$ cat src/rtl/can_bit_stuff_unit.sv
// CAN bit stuffer/destuffer with configurable run length, stuff-region enable,
// upstream hold handshake, stuff-error detection and a saturating per-frame stuff counter.
module can_bit_stuff_unit #(
   parameter int RUN_LEN = 5,
   parameter int CNT_W   = 8
) (
   input  logic             clk,
   input  logic             rst_n,
   input  logic             sample_point,
   input  logic             enable,
   input  logic             mode,
   input  logic             tx_bit_in,
   output logic             tx_ready,
   output logic             tx_bit_out,
   input  logic             rx_bit_in,
   output logic             rx_bit_out,
   output logic             rx_valid,
   output logic             stuff_err,
   output logic [CNT_W-1:0] stuff_cnt
);

   localparam int               RUN_W   = $clog2(RUN_LEN + 1);
   localparam logic [RUN_W-1:0] RUN_MAX = RUN_W'(RUN_LEN);
   localparam logic [RUN_W-1:0] RUN_ONE = RUN_W'(1);
   localparam logic [CNT_W-1:0] CNT_SAT = '1;

   logic             r_prev_bit;
   logic [RUN_W-1:0] r_run_cnt;
   logic             r_enable_d;
   logic             r_mode_d;
   logic             r_rx_bit_out;
   logic             r_rx_valid;
   logic             r_stuff_err;
   logic [CNT_W-1:0] r_stuff_cnt;

   logic             w_clear;
   logic             w_stuff_due;
   logic             w_tx_stuff;
   logic             w_bit;
   logic [RUN_W-1:0] w_run_next;
   logic             w_en_rise;
   logic             w_cnt_inc;

   // A cleared run can never be due, so stale state is masked in the clearing cycle too
   assign w_clear     = !enable || (mode != r_mode_d);
   assign w_stuff_due = !w_clear && (r_run_cnt == RUN_MAX);
   assign w_tx_stuff  = !mode && w_stuff_due;
   assign w_bit       = mode ? rx_bit_in : tx_bit_in;
   assign w_run_next  = (w_bit == r_prev_bit) ? (r_run_cnt + RUN_ONE) : RUN_ONE;
   assign w_en_rise   = enable && !r_enable_d;
   assign w_cnt_inc   = sample_point && w_stuff_due && (!mode || (rx_bit_in != r_prev_bit))
                        && !w_en_rise && (r_stuff_cnt != CNT_SAT);

   assign tx_ready   = !w_tx_stuff;
   assign tx_bit_out = w_tx_stuff ? ~r_prev_bit : tx_bit_in;
   assign rx_bit_out = r_rx_bit_out;
   assign rx_valid   = r_rx_valid;
   assign stuff_err  = r_stuff_err;
   assign stuff_cnt  = r_stuff_cnt;

   always_ff @(posedge clk or negedge rst_n) begin
      if (!rst_n) begin
         r_prev_bit   <= 1'b1;
         r_run_cnt    <= '0;
         r_enable_d   <= 1'b0;
         r_mode_d     <= 1'b0;
         r_rx_bit_out <= 1'b0;
         r_rx_valid   <= 1'b0;
         r_stuff_err  <= 1'b0;
         r_stuff_cnt  <= '0;
      end else begin
         r_enable_d  <= enable;
         r_mode_d    <= mode;
         r_rx_valid  <= 1'b0;
         r_stuff_err <= 1'b0;

         if (w_clear) begin
            r_prev_bit <= 1'b1;
            r_run_cnt  <= '0;
         end else if (sample_point) begin
            if (w_stuff_due) begin
               // The stuff bit (sent or received) starts the next run
               r_run_cnt  <= RUN_ONE;
               r_prev_bit <= mode ? rx_bit_in : ~r_prev_bit;
            end else begin
               r_run_cnt  <= w_run_next;
               r_prev_bit <= w_bit;
            end
         end

         if (sample_point && mode) begin
            if (w_stuff_due) begin
               r_stuff_err <= (rx_bit_in == r_prev_bit);
            end else begin
               r_rx_valid   <= 1'b1;
               r_rx_bit_out <= rx_bit_in;
            end
         end

         if (w_en_rise) begin
            r_stuff_cnt <= '0;
         end else if (w_cnt_inc) begin
            r_stuff_cnt <= r_stuff_cnt + CNT_W'(1);
         end
      end
   end

endmodule

$ cat config.mk
export PLATFORM = sky130hd
export DESIGN_NAME = can_bit_stuff_unit
export DESIGN_NICKNAME = d
export VERILOG_FILES = /design/src/rtl/can_bit_stuff_unit.sv
export SDC_FILE = /design/constraint.sdc
export NUM_CORES = 1
export LEC_CHECK = 0
export BUFFER_PORTS_ARGS = -buffer_cell sky130_fd_sc_hd__buf_2
export CAP_MARGIN = 20
export CELL_PAD_IN_SITES_DETAIL_PLACEMENT = 0
export CELL_PAD_IN_SITES_GLOBAL_PLACEMENT = 1
export CORE_MARGIN = 2
export CORE_UTILIZATION = 44
export CTS_CLUSTER_DIAMETER = 40
export DETAILED_ROUTE_END_ITERATION = 12
export PLACE_DENSITY = 0.83
export REMOVE_ABC_BUFFERS = 1
export SLEW_MARGIN = 10
export SYNTH_ARGS = -nofsm -noshare
export SYNTH_HDL_FRONTEND = slang
export SYNTH_SLANG_ARGS = --single-unit
$ cat constraint.sdc
create_clock -name clk -period 2.9 [get_ports clk]
set_input_delay 0.29 -clock clk [delete_from_list [all_inputs] [get_ports clk]]
set_output_delay 0.29 -clock clk [all_outputs]
set_load 0.1 [all_outputs]
==> out/qor.csv <==
stage,metric,value,unit
routing,vias,836,
final_layout,fin_nets,126,
setup_path,worstPathMaxFanout,7,
placed_design,dp_hpwl,1490,um
sta,slew_viol_final,0,
synth,syn-instance-count,94,
cts,cts.sinks,17,
placed_design,port_buffers,19,
cts,clk_path_buf_depth,2,
final_layout,antenna_cells,0,
sta,hold_viol,0,
sta,min_period,2.42,ns
min_path,hold_path_class,input port to register,
routing,routed_wl,2040,um
floorplan,coreArea,2150,sq um
synth,synth_top_area_cell,dfrtp_1,
global_routing,grt_pass1_vias,824,
floorplan,rows,17,
power_and_ir_drop,p_per_area,410,nW/um^2
floorplan,dieHeight,51.0,um
cts,htreeDepth,1,
cts,cts_made_buffers,3,
floorplan,die-area,2600,sq um
routing,viasPerCell,5.85,
power_and_ir_drop,power,0.000459,W
setup_path,crit_type,register to output pin,
setup_path,slowest_delay,0.42,ns
cts,clk_latency,0.29,ns
final_layout,final_core_util,0.521,
placed_design,gp_congestion,0.831,
setup_path,cp.arrival,2.13,ns
setup_path,crit_path_end_kind,output pin,
final_layout,drive_gt1_frac,0.252,
synth,avgSynthCellArea,10.3,sq um
cts,cts_tree,done,
min_path,worstHoldPathCells,1,
global_routing,grt_antenna_before_repair,0,
routing,dr.pass1.iters,4,
sta,setup_viol,0,
routing,drcViolationCount,0,
routing,antenna_left,0,
cts,postCtsSetupBuffers,0,
setup_path,cp-start-kind,register,
job,cap_violations,0,
cts,cts_resized,0,
synth,yosysWarningCount,0,
status,status,"finished, final reports clean",
routing,drtIter0Drc,16,
power_and_ir_drop,vdd_drop_max,0.000380,V
floorplan,die-width,51.0,um
setup_path,crit_required,2.61,ns
global_routing,grt_usage,0.182,
floorplan,ios,20,
sta,tns,0,ns
setup_path,ff2ff_path_depth,5,
sta,rsz0062_at_grt,false,
sta,skew,0.00350,ns
setup_path,cp_slowest_cell,dfrtp_1,
sta,tightest_slew,0.487,ns
synth,synth.area.top_cells,"dfrtp_1, a21oi_1, and3_1, ha_1, o31ai_1",
final_layout,area_growth,15.2,%
synth,synth_seq_cells,17,
global_routing,grt_remaining_overflow,0,
synth,ys_types,39,
global_routing,grt_pass1_wl,3560,um
routing,wire_per_inst,14.3,um
cts,path_clk_slew,0.10,ns
sta,min_period_over_period,0.835,
floorplan,initial_core_util,0.453,
sta,fmax,0.413,GHz
synth,ys_seq_area_frac,0.439,
setup_path,path_cells,inv_1 -> ha_1 -> and3_1 -> nand2_2 -> or2_2 -> a21o_1 -> buf_2,
cts,root_buffer,clkbuf_4,
global_routing,grt_max_degree,18,
synth,synth_top_area_share,0.412,
sta,max-slew-margin-rel,0.677,
power_and_ir_drop,leakagePower,0.511,nW
synth,syn_area,972,sq um
-- cells in the mapped netlist --
cell / number
nor2_1: 1
dfstp_2: 1
a32oi_1: 1
nor2b_1: 1
mux2_2: 1
a31oi_1: 1
a21o_1: 1
xnor2_1: 2
o31ai_1: 4
and3_1: 7
xnor2_4: 1
and3b_1: 1
or3_1: 1
o41ai_1: 1
o211ai_1: 1
nand4bb_1: 1
nand2_1: 6
nor4b_1: 1
o21ai_0: 3
o32ai_1: 1
clkbuf_1: 1
nor3_1: 1
buf_2: 1
a211oi_1: 1
a32o_1: 1
nand3_4: 1
o311ai_0: 1
mux2i_1: 2
nand4_1: 3
dfrtp_1: 16
buf_6: 1
inv_1: 2
nand2b_1: 4
or4_1: 4
nand3_1: 4
a21oi_1: 9
or2_2: 1
ha_1: 3
nand2_2: 1
-- worst max-delay path, delay by kind of cell, from the launching register on --
kind	cells	cell delay, ns
simple gates	3	0.72
flops	1	0.42
buf+inv	2	0.34
fa+ha+maj	1	0.18
compound gates	1	0.17
-- registers in the layout, summed over array words and instances, names as in the netlist --
register,cells
rx_valid,1
r_prev_bit,1
r_run_cnt,3
r_mode_d,1
r_enable_d,1
rx_bit_out,1
stuff_cnt,8
stuff_err,1
-- power by group --
| group | switching [W] | leakage (nW) | internal [W] |
|---|---|---|---|
| clock | 0.0000798 | 0.0177 | 0.0000512 |
| sequential | 0.00000495 | 0.226 | 0.000243 |
| combinational | 0.0000581 | 0.268 | 0.0000220 |
-- path summary, 6_finish.rpt --
path                                 to          from  slack, ns
max in group asynchronous    r_prev_bit         rst_n       2.14
min in group asynchronous     stuff_err         rst_n       0.44
max reg2reg                stuff_cnt[6]  stuff_cnt[0]       0.86
min reg2reg                  rx_bit_out    rx_bit_out       0.52
max                          tx_bit_out  r_run_cnt[1]       0.48
min                          r_enable_d        enable       0.19
-- routing by layer --
| layer | global-route usage | up-vias | routed length [um] |
|---|---|---|---|
| li1 | - | 404 | - |
| met1 | 0.229 | 404 | 943 |
| met2 | 0.305 | 26 | 980 |
| met3 | 0.0322 | 2 | 102 |
| met4 | 0.0766 | 0 | 13 |
| met5 | 0 | - | 0 |
-- what timing repair did --
item | CTS | global route
endpoints found under the setup margin | 0 | 0
hold buffers | 1 | 0
hold endpoints to repair | 16 | 0
-- cells by family (layout without fill, tap and decap cells) --
group	after synthesis	after routing	synth area share
buffers and inverters	5	26	0.0283
adder cells (fa/ha/maj)	3	3	0.0386
XOR/XNOR	3	3	0.0463
multiplexers	3	3	0.0322
flip-flops	17	17	0.439
AO/OA/AOI/OAI	25	25	0.169
AND/OR/NAND/NOR	38	38	0.247
-- stage by stage --
stage,instances,setup WS (ns),hold WS [ns],cell area [sq um]
6_report,143,0.478,0.185,1120
3_5_place_dp,138,0.809,0.236,1080
4_1_cts,143,0.475,0.177,1120
2_1_floorplan,91,0.438,-0.00559,952
3_3_place_gp,138,0.859,0.229,1080
5_1_grt,143,0.324,0.186,1120
-- layout by cell type, fill, tap and decap left out, types with 3 or more instances in the layout --
cell      synthesis  routed
a21oi_1           9       9
buf_2             1      19
dfrtp_1          16      16
clkbuf_4          0       3
nand2b_1          4       4
o31ai_1           4       4
nand2_1           6       6
and3_1            7       7
or4_1             4       4
nand4_1           3       3
o21ai_0           3       3
ha_1              3       3
nand3_1           4       4
-- final cells by class --
cell class	instances	area (sq um)
fill	196	1030
multi-input combinational	72	518
sequential	17	427
timing repair buffer	20	105
tap	28	35.0
clock buffer	3	22.5
inverter	2	7.51
clock inverter	1	5.00
No activity file was read; power rests on OpenSTA's default activity.
